**config.mk**
```make
export PLATFORM = sky130hd
export DESIGN_NAME = muldiv_unit
export DESIGN_NICKNAME = d
export VERILOG_FILES = /design/src/rtl/muldiv_pkg.sv /design/src/rtl/muldiv_unit.sv
export SDC_FILE = /design/constraint.sdc
export NUM_CORES = 1
export LEC_CHECK = 0
export BUFFER_PORTS_ARGS = -buffer_cell sky130_fd_sc_hd__buf_2
export CORE_ASPECT_RATIO = 0.9
export CORE_UTILIZATION = 61
export CTS_CLUSTER_DIAMETER = 120
export CTS_CLUSTER_SIZE = 30
export DETAILED_ROUTE_END_ITERATION = 6
export PLACE_DENSITY = 0.86
export SLEW_MARGIN = 20
export SYNTH_ARGS = -nofsm -noshare
export SYNTH_HDL_FRONTEND = slang
export SYNTH_SLANG_ARGS = --single-unit
```
**constraint.sdc**
```tcl
create_clock -name clk -period 4.3 [get_ports clk]
set_input_delay 0.86 -clock clk [delete_from_list [all_inputs] [get_ports clk]]
set_output_delay 0.86 -clock clk [all_outputs]
set_load 0.01 [all_outputs]
```
**src/rtl/muldiv_pkg.sv**
```systemverilog
// muldiv_pkg: shared encodings and constants for the iterative multiply/divide unit.
package muldiv_pkg;
    typedef enum logic [1:0] {OP_MULT = 2'b00, OP_MULTU = 2'b01, OP_DIV = 2'b10, OP_DIVU = 2'b11} op_t;
    typedef enum logic [1:0] {IDLE, RUN, FIX} state_t;
    localparam int ITERS = 32;
endpackage

```
**src/rtl/muldiv_unit.sv**
```systemverilog
// muldiv_unit: 33-cycle iterative MULT/MULTU/DIV/DIVU with architectural HI/LO registers.
module muldiv_unit
    import muldiv_pkg::*;
#(
    parameter int WIDTH = 32
) (
    input  logic             clk,
    input  logic             rst,
    input  logic             start,
    input  logic [1:0]       op,
    input  logic [WIDTH-1:0] a,
    input  logic [WIDTH-1:0] b,
    input  logic             mthi,
    input  logic             mtlo,
    input  logic [WIDTH-1:0] wd,
    output logic             busy,
    output logic             done,
    output logic [WIDTH-1:0] hi,
    output logic [WIDTH-1:0] lo
);
    localparam int CW = $clog2(ITERS);
    state_t             st;
    logic               dv, sa, sb, bz;
    logic [CW-1:0]      cnt;
    logic [WIDTH-1:0]   ma, mb;
    logic [2*WIDTH-1:0] acc, mul_nx, div_nx, prod;
    logic [WIDTH:0]     t;
    logic [WIDTH-1:0]   diff, quo, rem;
    logic               sgn, ge;
    assign busy = st != IDLE;
    always_comb begin
        sgn    = op == OP_MULT || op == OP_DIV;
        // multiply consumes the multiplier MSB-first; divide shifts dividend bits into the remainder
        mul_nx = {acc[2*WIDTH-2:0], 1'b0} + (mb[WIDTH-1] ? {{WIDTH{1'b0}}, ma} : '0);
        t      = {acc[2*WIDTH-1:WIDTH], ma[WIDTH-1]};
        ge     = t >= {1'b0, mb};
        diff   = t[WIDTH-1:0] - mb;
        div_nx = {ge ? diff : t[WIDTH-1:0], acc[WIDTH-2:0], ge};
        prod   = sa ^ sb ? -acc : acc;
        quo    = bz ? '1 : (sa ^ sb ? -acc[WIDTH-1:0] : acc[WIDTH-1:0]);
        rem    = sa ? -acc[2*WIDTH-1:WIDTH] : acc[2*WIDTH-1:WIDTH];
    end
    always_ff @(posedge clk) begin
        if (rst) begin
            st   <= IDLE;
            hi   <= '0;
            lo   <= '0;
            done <= 1'b0;
            cnt  <= '0;
            acc  <= '0;
            ma   <= '0;
            mb   <= '0;
            dv   <= 1'b0;
            sa   <= 1'b0;
            sb   <= 1'b0;
            bz   <= 1'b0;
        end else begin
            done <= 1'b0;
            case (st)
                IDLE: begin
                    if (start) begin
                        dv  <= op[1];
                        sa  <= sgn & a[WIDTH-1];
                        sb  <= sgn & b[WIDTH-1];
                        bz  <= op[1] && b == '0;
                        ma  <= sgn && a[WIDTH-1] ? -a : a;
                        mb  <= sgn && b[WIDTH-1] ? -b : b;
                        acc <= '0;
                        cnt <= '0;
                        st  <= RUN;
                    end else begin
                        if (mthi) hi <= wd;
                        if (mtlo) lo <= wd;
                    end
                end
                RUN: begin
                    acc <= dv ? div_nx : mul_nx;
                    ma  <= dv ? ma << 1 : ma;
                    mb  <= dv ? mb : mb << 1;
                    cnt <= cnt + 1'b1;
                    if (cnt == CW'(ITERS - 1)) st <= FIX;
                end
                default: begin
                    hi   <= dv ? rem : prod[2*WIDTH-1:WIDTH];
                    lo   <= dv ? quo : prod[WIDTH-1:0];
                    done <= 1'b1;
                    st   <= IDLE;
                end
            endcase
        end
    end
endmodule

```
Word level (Yosys, flattened, before mapping). Cells that the tools add are included.

Register bits: 204. Input port bits: 103. Output and inout bits: 66. Logic and storage cells: 83.

Add/sub/neg operators: 8. $lt $le $gt $ge: 1. Equality and inequality tests: 10. Mux-type cells: 31. Bitwise gates (word level): 4. Reduce and logical (&&, ||, !) cells: 17.

Operator list (count): $mux W32 (17); $pmux W32 S2 (4); $mux W64 (3); $neg A32 Y32 (4); $pmux W64 S2 (1); $add A64 B32 Y64 (1); $neg A64 Y64 (1); $ge A33 B32 Y1 (1); $logic_not A32 Y1 (1); $sub A32 B32 Y32 (1); $ne A2 B2 Y1 const B (7); $reduce_and A3 Y1 (4); $pmux W5 S2 (1); $reduce_and A2 Y1 (3); $add A5 B1 Y5 const B (1); $eq A5 B5 Y1 const B (1); $mux W5 (1); $logic_not A2 Y1 (2); $mux W2 (2); $pmux W2 S2 (1); $reduce_bool A2 Y1 (2); $logic_and A1 B1 Y1 (3); $and A1 B1 Y1 (2); $eq A2 B1 Y1 const B (1); 6 further kinds (6).

Depth between registers and ports, before layout. Gate-level depths: netlist (run 1).

Depth in word-level cells: 6. Gate-level depth with buffers: 15.

Worst setup path after synthesis (run 1). OpenSTA, ideal clock, no wires.

Path kind: in2reg. From: in a[1]. To: reg ma[28]. Setup time: 65 ps. Arrival time: 3383 ps. Required time: 4235 ps. Path slack: 852 ps. Stages on the path: 12. Buffers on the path: 0. Path through: inv_1 > ha_1 > or3b_2 > nor4_2 > nand4_1 > or4_1 > nor4_1 > a21oi_1 > xnor2_1 > a211oi_1 > a21oi_1 > nor2_1.

Word-level cells in the longest chain between the ends: 4.

RTL lines: start: declaration (line muldiv_unit.sv:11) `input logic [WIDTH-1:0] a,`; $neg A32 Y32 (line muldiv_unit.sv:66) `ma <= sgn && a[WIDTH-1] ? -a : a;`; $mux W32 (line muldiv_unit.sv:66); $mux W32 (line muldiv_unit.sv:61) `if (start) begin`; $pmux W32 S2 (line muldiv_unit.sv:59) `case (st)`; end signal: assignment (line muldiv_unit.sv:66); end signal: assignment (line muldiv_unit.sv:78) `ma <= dv ? ma << 1 : ma;`; end: declaration (line muldiv_unit.sv:25) `logic [WIDTH-1:0] ma, mb;`.

No other way between the ends. The select of a mux whose other input is x is not followed. A chain may end at the register's enable or synchronous reset.

Final worst setup path (run 1).
From: reg mb[31]. To: reg acc[61].

Word-level cells in the longest chain between the ends: 4. Elaborated cells on any way between the ends: 6.

RTL lines: start: declaration (line muldiv_unit.sv:25); start signal: assignment (line muldiv_unit.sv:67) `mb <= sgn && b[WIDTH-1] ? -b : b;`; start signal: assignment (line muldiv_unit.sv:79) `mb <= dv ? mb : mb << 1;`; $mux W32 or $ge A33 B32 Y1 (tied branches) (line muldiv_unit.sv:34, muldiv_unit.sv:36); $add A64 B32 Y64 or $mux W32 (tied branches) (line muldiv_unit.sv:34, muldiv_unit.sv:38); $mux W64 * (line muldiv_unit.sv:77) `acc <= dv ? div_nx : mul_nx;`; $pmux W64 S2 * (line muldiv_unit.sv:59); end signal: assignment (line muldiv_unit.sv:77); end: declaration (line muldiv_unit.sv:26) `logic [2*WIDTH-1:0] acc, mul_nx, div_nx, prod;`.

Every way passes the cells marked *; elsewhere a longest branch is shown, timed or not.

==> results of run 1 <==
worst max-delay path by stage:
stage | cells past startpoint | to | slack, ps
3_5_place_dp | 15 | acc[61] | 420
4_1_cts | 15 | acc[61] | 400
3_3_place_gp | 15 | acc[61] | 510
5_1_grt | 15 | acc[61] | 70
2_1_floorplan | 12 | ma[28] | 850
6_report | 15 | acc[61] | 330
Yosys cell counts, types with 28 or more instances:
master | instances | area [µm²]
a211oi_1 | 69 | 518
o221ai_1 | 28 | 245
ha_1 | 70 | 876
a21o_1 | 38 | 285
nand2_1 | 179 | 672
clkbuf_1 | 149 | 559
nor3_1 | 37 | 185
nor2_1 | 283 | 1060
xnor2_1 | 109 | 955
o21ai_0 | 111 | 556
and2_1 | 40 | 250
xor2_1 | 80 | 701
a21oi_1 | 231 | 1160
dfxtp_1 | 204 | 4080
nand3_1 | 30 | 150
a22oi_1 | 30 | 225
inv_1 | 75 | 282
metal layers:
metal | vias up | wire length [µm] | global-route usage, % | part of all wire (%)
met5 | - | 11 | 0 | 0.022
met4 | 2 | 1750 | 12.5 | 3.5
met3 | 118 | 5700 | 6.10 | 11
met2 | 1000 | 20300 | 53.6 | 41
met1 | 7597 | 22000 | 54.4 | 44
li1 | 7885 | - | - | -
cells in the final DEF, fill, tap and decap left out, types with 40 or more instances in the layout:
master,netlist,final
a211oi_1,69,69
a21oi_1,231,229
and2_1,40,40
buf_2,2,167
buf_4,0,51
dfxtp_1,204,204
ha_1,70,70
inv_1,75,74
nand2_1,179,179
nor2_1,283,278
o21ai_0,111,111
xnor2_1,109,109
xor2_1,80,80
cells by family after synthesis:
family,after synthesis,share of synthesized area (%)
AOI/OAI and AO/OA,689,28.7
buffers and inverters,230,5.53
DFF,204,26.1
and+or+nand+nor,719,21.4
adders and majority gates,72,5.85
xor gates and xnor gates,189,10.6
muxes,26,1.81
per-stage QoR:
stage | setup slack, ps | utilization, %
after floorplan | 852 | -
final | 332 | 68.0
after detailed placement | 416 | 66.7
after global placement | 511 | 66.7
after CTS | 396 | 67.9
after global routing | 70.8 | 68.0
worst max-delay path, delay by kind of cell, from the launching register on:
family / cells / cell delay [ps]
AOI/OAI and AO/OA: 7 / 1720
DFF: 1 / 490
adders and majority gates: 2 / 630
and+or+nand+nor: 3 / 350
buffers and inverters: 2 / 450
muxes: 1 / 220
cell type report:
class / instances / share of cell area [%]
repair buffers: 222 / 7.53
clock buffers: 12 / 1.63
well taps: 342 / 2.50
clock inverters: 1 / 0.0438
multi-input cells: 1695 / 62.8
flip-flops and latches: 204 / 23.9
inverters: 75 / 1.64
registers in the layout, indices dropped and copies added, names as in the netlist:
register and cells:
mb 32, acc 64, st 2, dv 1
bz 1, hi 32, lo 32, sb 1
sa 1, cnt 5, done 1, ma 32
power breakdown:
| group | switching [mW] | internal [mW] | leakage [nW] |
|---|---|---|---|
| registers | 0.0809 | 1.98 | 1.66 |
| logic | 0.703 | 0.410 | 5.37 |
| clock network | 0.648 | 0.470 | 0.137 |
==> flow_summary.json, run 1 <==
{
  "outcome": "complete, but fails checks",
  "violations": "DRC",
  "setup.worst_path.start": "mb[31]",
  "area.sequential_um2": 4080,
  "layout.nets": 2383,
  "postSynth.topFlopCell": "dfxtp_1",
  "min-delay-start": "lo[8]",
  "post_synth_inst_count": 2129,
  "grt_pass1_wl_mm": 78.1,
  "detailed_place.area_um2": 16800,
  "timing.critical_path.fanout_max": 19,
  "syn_area_um2": 15700,
  "synth_edf_count": 0,
  "tritoncts": "done",
  "worst_slew_margin_rel_pct": 27.8,
  "syn_to_layout_area_delta_pct": 9.39,
  "rsz0062_at_grt": "false",
  "worstHoldEndpoint": "lo[8]",
  "worst_ep_required_time_ps": 4700,
  "synthesis.area_per_instance_um2": 7.35,
  "worst_path_max_delay_cell": "dfxtp_1",
  "drc_errors": 14,
  "crit_path_cell_trace": "buf_4 > and2_1 > ha_1 > fa_1 > a21oi_1 > o21ai_0 > a221oi_1 > o21a_1 > o22ai_1 > o21a_1 > nand4_1 > buf_4 > mux2i_1 > nand2_1 > a32o_1",
  "hold_slack_ps": 455,
  "finalInstanceArea_um2": 17100,
  "globalRoute.totalOverflow": 0,
  "pin_count": 169,
  "ys_warn_count": 0,
  "dieArea_um2": 26300,
  "final_cells": 2551,
  "first_global_vias": 14647,
  "ff2ff_path_depth": 15,
  "critPathCaptureType": "register",
  "cts.reportedPaths.clkPinSlew_ps": 120,
  "multiInputGateArea_um2": 10800,
  "post_route_cells_drive_above_1_share_pct": 12.6,
  "synth_fp_nets": 2304,
  "clk_path_buf_depth": 3,
  "synth_async_sr_flop_share_pct": 0,
  "hpwl_mm": 37.9,
  "antenna_left": 0,
  "finalHoldViolCount": 0,
  "number_of_antenna_violations_at_the_first_check_in_global_routing": 1,
  "num_vias": 16602,
  "h-tree-depth": 1,
  "grt_use_total_pct": 36.8,
  "finalCritPeriodShare_pct": 92.3,
  "clock-skew-final_ps": 20.6,
  "portBuffers": 168,
  "worst_setup_path_start_kind": "register",
  "worst_skew_pair.late_latency_ps": 490,
  "synth.ff_latch_count": 204,
  "cts.root.buffer_cell": "clkbuf_16",
  "placed_cells_incl_taps": 2537,
  "rrSetupSlack_ps": 330,
  "timing.final.crit_period_ps": 3970,
  "antenna_cells": 0,
  "wire_per_inst_um": 19.5,
  "leakagePower_nw": 7.17,
  "start_util_pct": 62.1,
  "timing_max_transition_violations_final": 0,
  "cp_slowest_stage_delay_ps": 490,
  "drt_wl_total_mm": 49.7,
  "synth_cell_type_count": 67,
  "drt-initial-drc-count": 2091,
  "setup.worst_path.class": "reg2reg",
  "number_of_sinks_driven_by_the_clock_tree": 204,
  "gpl.final_weighted_congestion": 0.975,
  "timing.rr.end": "acc[61]",
  "peakVddDrop_mv": 0.236,
  "area_inside_the_core_boundary_um2": 25200,
  "maxCapViolations": 0,
  "grt_start_max_net_pins": 79,
  "power.density_cell_area_nw_per_um2": 250,
  "cts_hold_bufs": 0,
  "worstReg2RegStart": "mb[31]",
  "drt_pre_antenna_iters": 7,
  "fillerInstances": 2221,
  "tightest_slew_ps": 1080,
  "fin_total_pwr_mw": 4.29,
  "final.setup.tns_ps": 0,
  "row_count": 55,
  "setup-violations-final": 0,
  "drt-vias-per-instance": 6.51,
  "cts-buffers-inserted": 10,
  "synth-seq-area-share_pct": 26.1,
  "timing_limited_maximum_frequency_mhz": 252,
  "arrival_time_reported_for_the_critical_path_endpoint_ps": 4370,
  "chipWidth_um": 171,
  "min_path_type": "reg2reg",
  "min_path_cells": 2,
  "dieHeight_um": 154,
  "postCtsSetupRepairBufs": 0,
  "postCtsResizedCells": 0
}
(Power assumes the default switching activity.)
==> run 2: changes to the inputs <==
--- a/config.mk
+++ b/config.mk
@@ -5,13 +5,13 @@
 export SDC_FILE = /design/constraint.sdc
 export NUM_CORES = 1
 export LEC_CHECK = 0
-export BUFFER_PORTS_ARGS = -buffer_cell sky130_fd_sc_hd__buf_2
 export CORE_ASPECT_RATIO = 0.9
-export CORE_UTILIZATION = 61
+export CORE_UTILIZATION = 65
 export CTS_CLUSTER_DIAMETER = 120
 export CTS_CLUSTER_SIZE = 30
 export DETAILED_ROUTE_END_ITERATION = 6
-export PLACE_DENSITY = 0.86
+export DONT_BUFFER_PORTS = 1
+export PLACE_DENSITY = 0.85
 export SLEW_MARGIN = 20
 export SYNTH_ARGS = -nofsm -noshare
 export SYNTH_HDL_FRONTEND = slang
==> run 2 against run 1 <==
Compared with the run above: the run still ends with DRC left; global-route usage grew 1.0 points; critical path type unchanged; largest power group unchanged; fmax increased by 5.6%; first-iteration DRC count fell by 0.19%; critical path depth down 1; cell count is 8.3% lower; hold slack got worse by 23 ps; combinational power fell by 14%; power decreased by 2.2%; non-clock buffer count shrank 173; sequential cell count unchanged.
==> flow_summary.json, run 2 (same netlist as run 1, synthesis figures left out) <==
{
  "tightest_slew_ps": 1060,
  "worst_ep_required_time_ps": 4730,
  "num_vias": 15806,
  "drt_pre_antenna_iters": 7,
  "globalRoute.totalOverflow": 0,
  "layout.cells.most_common": "nor2_1",
  "cts.root.buffer_cell": "clkbuf_16",
  "timing.final.crit_period_ps": 3760,
  "timing.critical_path.fanout_max": 18,
  "number_of_sinks_driven_by_the_clock_tree": 204,
  "top_register": "acc",
  "largest_register_ffs": 64,
  "drt-initial-drc-count": 2087,
  "final_util_pct": 69.0,
  "p_seq_share_pct": 49.4,
  "timing_max_transition_violations_final": 0,
  "clock-skew-final_ps": 40.8,
  "first_global_vias": 13909,
  "worst_setup_path_start_kind": "register",
  "post_route_cells_drive_above_1_share_pct": 5.26,
  "hpwl_mm": 36.4,
  "drt_wl_total_mm": 48.4,
  "critPathCaptureType": "register",
  "syn_to_layout_area_delta_pct": 3.53,
  "gpl.final_weighted_congestion": 0.965,
  "h-tree-depth": 1,
  "cts.reportedPaths.clkPinSlew_ps": 120,
  "peakVddDrop_mv": 0.221,
  "tritoncts": "done",
  "grt_pass1_wl_mm": 74.3,
  "cp_slowest_stage_delay_ps": 480,
  "drc_errors": 50,
  "drt-vias-per-instance": 6.76,
  "power.combinational.fraction_pct": 22.7,
  "row_count": 53,
  "rrSetupSlack_ps": 540,
  "sw_frac_of_total_pct": 32.8,
  "pin_count": 169,
  "worst_slew_margin_rel_pct": 28.6,
  "number_of_antenna_violations_at_the_first_check_in_global_routing": 0,
  "area_inside_the_core_boundary_um2": 23500,
  "fillerInstances": 2031,
  "antenna_left": 0,
  "grt.busiest_layer": "met2",
  "worst_path_max_delay_cell": "a221oi_1",
  "setup-violations-final": 0,
  "layout.nets": 2211,
  "violations": "DRC",
  "clk_path_buf_depth": 3,
  "leakagePower_nw": 6.39,
  "antenna_cells": 0,
  "finalHoldViolCount": 0,
  "postCtsSetupRepairBufs": 0,
  "power_switching_mw": 1.37,
  "grt.met3_usage_pct": 6.81,
  "portBuffers": 0,
  "gr-usage-met1_pct": 55.6,
  "groute.layer.met2.usage_pct": 56.2,
  "power.share.clock_pct": 27.9,
  "outcome": "complete, but fails checks",
  "start_util_pct": 66.7,
  "maxCapViolations": 0,
  "dieHeight_um": 149,
  "internal_power_mw": 2.82,
  "grt_start_max_net_pins": 195,
  "cts-buffers-inserted": 11,
  "most_frequent_cells_in_the_layout": "nor2_1, a21oi_1, dfxtp_1",
  "grt_use_total_pct": 37.9,
  "worst_skew_pair.late_latency_ps": 490,
  "crit_path_cell_trace": "and2_1 > ha_1 > fa_1 > a21oi_1 > o21ai_0 > a221oi_1 > o21a_1 > o22ai_1 > o21a_1 > nand4_1 > buf_4 > o21ai_0 > a21o_1 > a21oi_1",
  "finalCritPeriodShare_pct": 87.4,
  "timing_limited_maximum_frequency_mhz": 266,
  "hold_slack_ps": 431,
  "postCtsResizedCells": 0,
  "chipWidth_um": 166,
  "wire_per_inst_um": 20.7,
  "dieArea_um2": 24700,
  "final.setup.tns_ps": 0,
  "power.density_cell_area_nw_per_um2": 259,
  "setup.worst_path.class": "reg2reg",
  "min_path_type": "in2reg",
  "rsz0062_at_grt": "false",
  "cts_hold_bufs": 0,
  "arrival_time_reported_for_the_critical_path_endpoint_ps": 4190
}
run 2: cell count changes in the layout (fill, tap and decap cells not counted), sizes merged:
cell      previous run  this run
buf                222        49
clkbuf              12        11
clkinv               0         1
clkinvlp             1         0
inv                 75        76
run 2: final timing paths:
path,start,to,depth (start not counted)
setup / recovery,mb[31],acc[59],14
hold / removal,rst,acc[52],1
setup reg to reg,mb[31],acc[59],14
hold reg to reg,ma[26],ma[26],2
run 2: critical path, delay by kind of cell (launching register included):
family | cells | cell delay [ps]
AOI/OAI and AO/OA | 9 | 1850
adders and majority gates | 2 | 650
and+or+nand+nor | 2 | 550
DFF | 1 | 440
buffers and inverters | 1 | 220
run 2: layout make-up:
class | count | area, µm² | share of cell area [%]
multi-input combinational | 1695 | 10800 | 66.4
sequential | 204 | 4080 | 25.2
timing repair buffer | 49 | 380 | 2.35
tap | 302 | 378 | 2.33
inverter | 75 | 282 | 1.74
clock buffer | 11 | 275 | 1.70
clock inverter | 2 | 46.3 | 0.286
run 2: per-layer routing:
| layer | vias up | part of all wire (%) |
|---|---|---|
| met4 | 0 | 2.8 |
| met3 | 106 | 12 |
| met2 | 938 | 42 |
| met1 | 7221 | 44 |
| li1 | 7541 | - |
| met5 | - | 0 |
run 2: stage by stage:
| stage | cell area [µm²] | power, mW | worst slack (ps) | cells |
|---|---|---|---|---|
| 4_1_cts | 16200 | 4.17 | 608 | 2338 |
| 6_report | 16200 | 4.19 | 543 | 2338 |
| 3_3_place_gp | 15900 | 3.01 | 759 | 2325 |
| 5_1_grt | 16200 | 4.36 | 338 | 2338 |
| 3_5_place_dp | 15900 | 3.04 | 620 | 2325 |
| 2_1_floorplan | 15700 | 2.82 | 852 | 2129 |
run 2: power groups by stage:
stage | clock, mW | combinational, mW | sequential, mW
6_report | 1.17 | 0.951 | 2.07
5_1_grt | 1.23 | 1.04 | 2.09
4_1_cts | 1.17 | 0.927 | 2.07
3_5_place_dp | 0 | 0.923 | 2.11
3_3_place_gp | 0 | 0.905 | 2.11
2_1_floorplan | 0 | 0.742 | 2.08
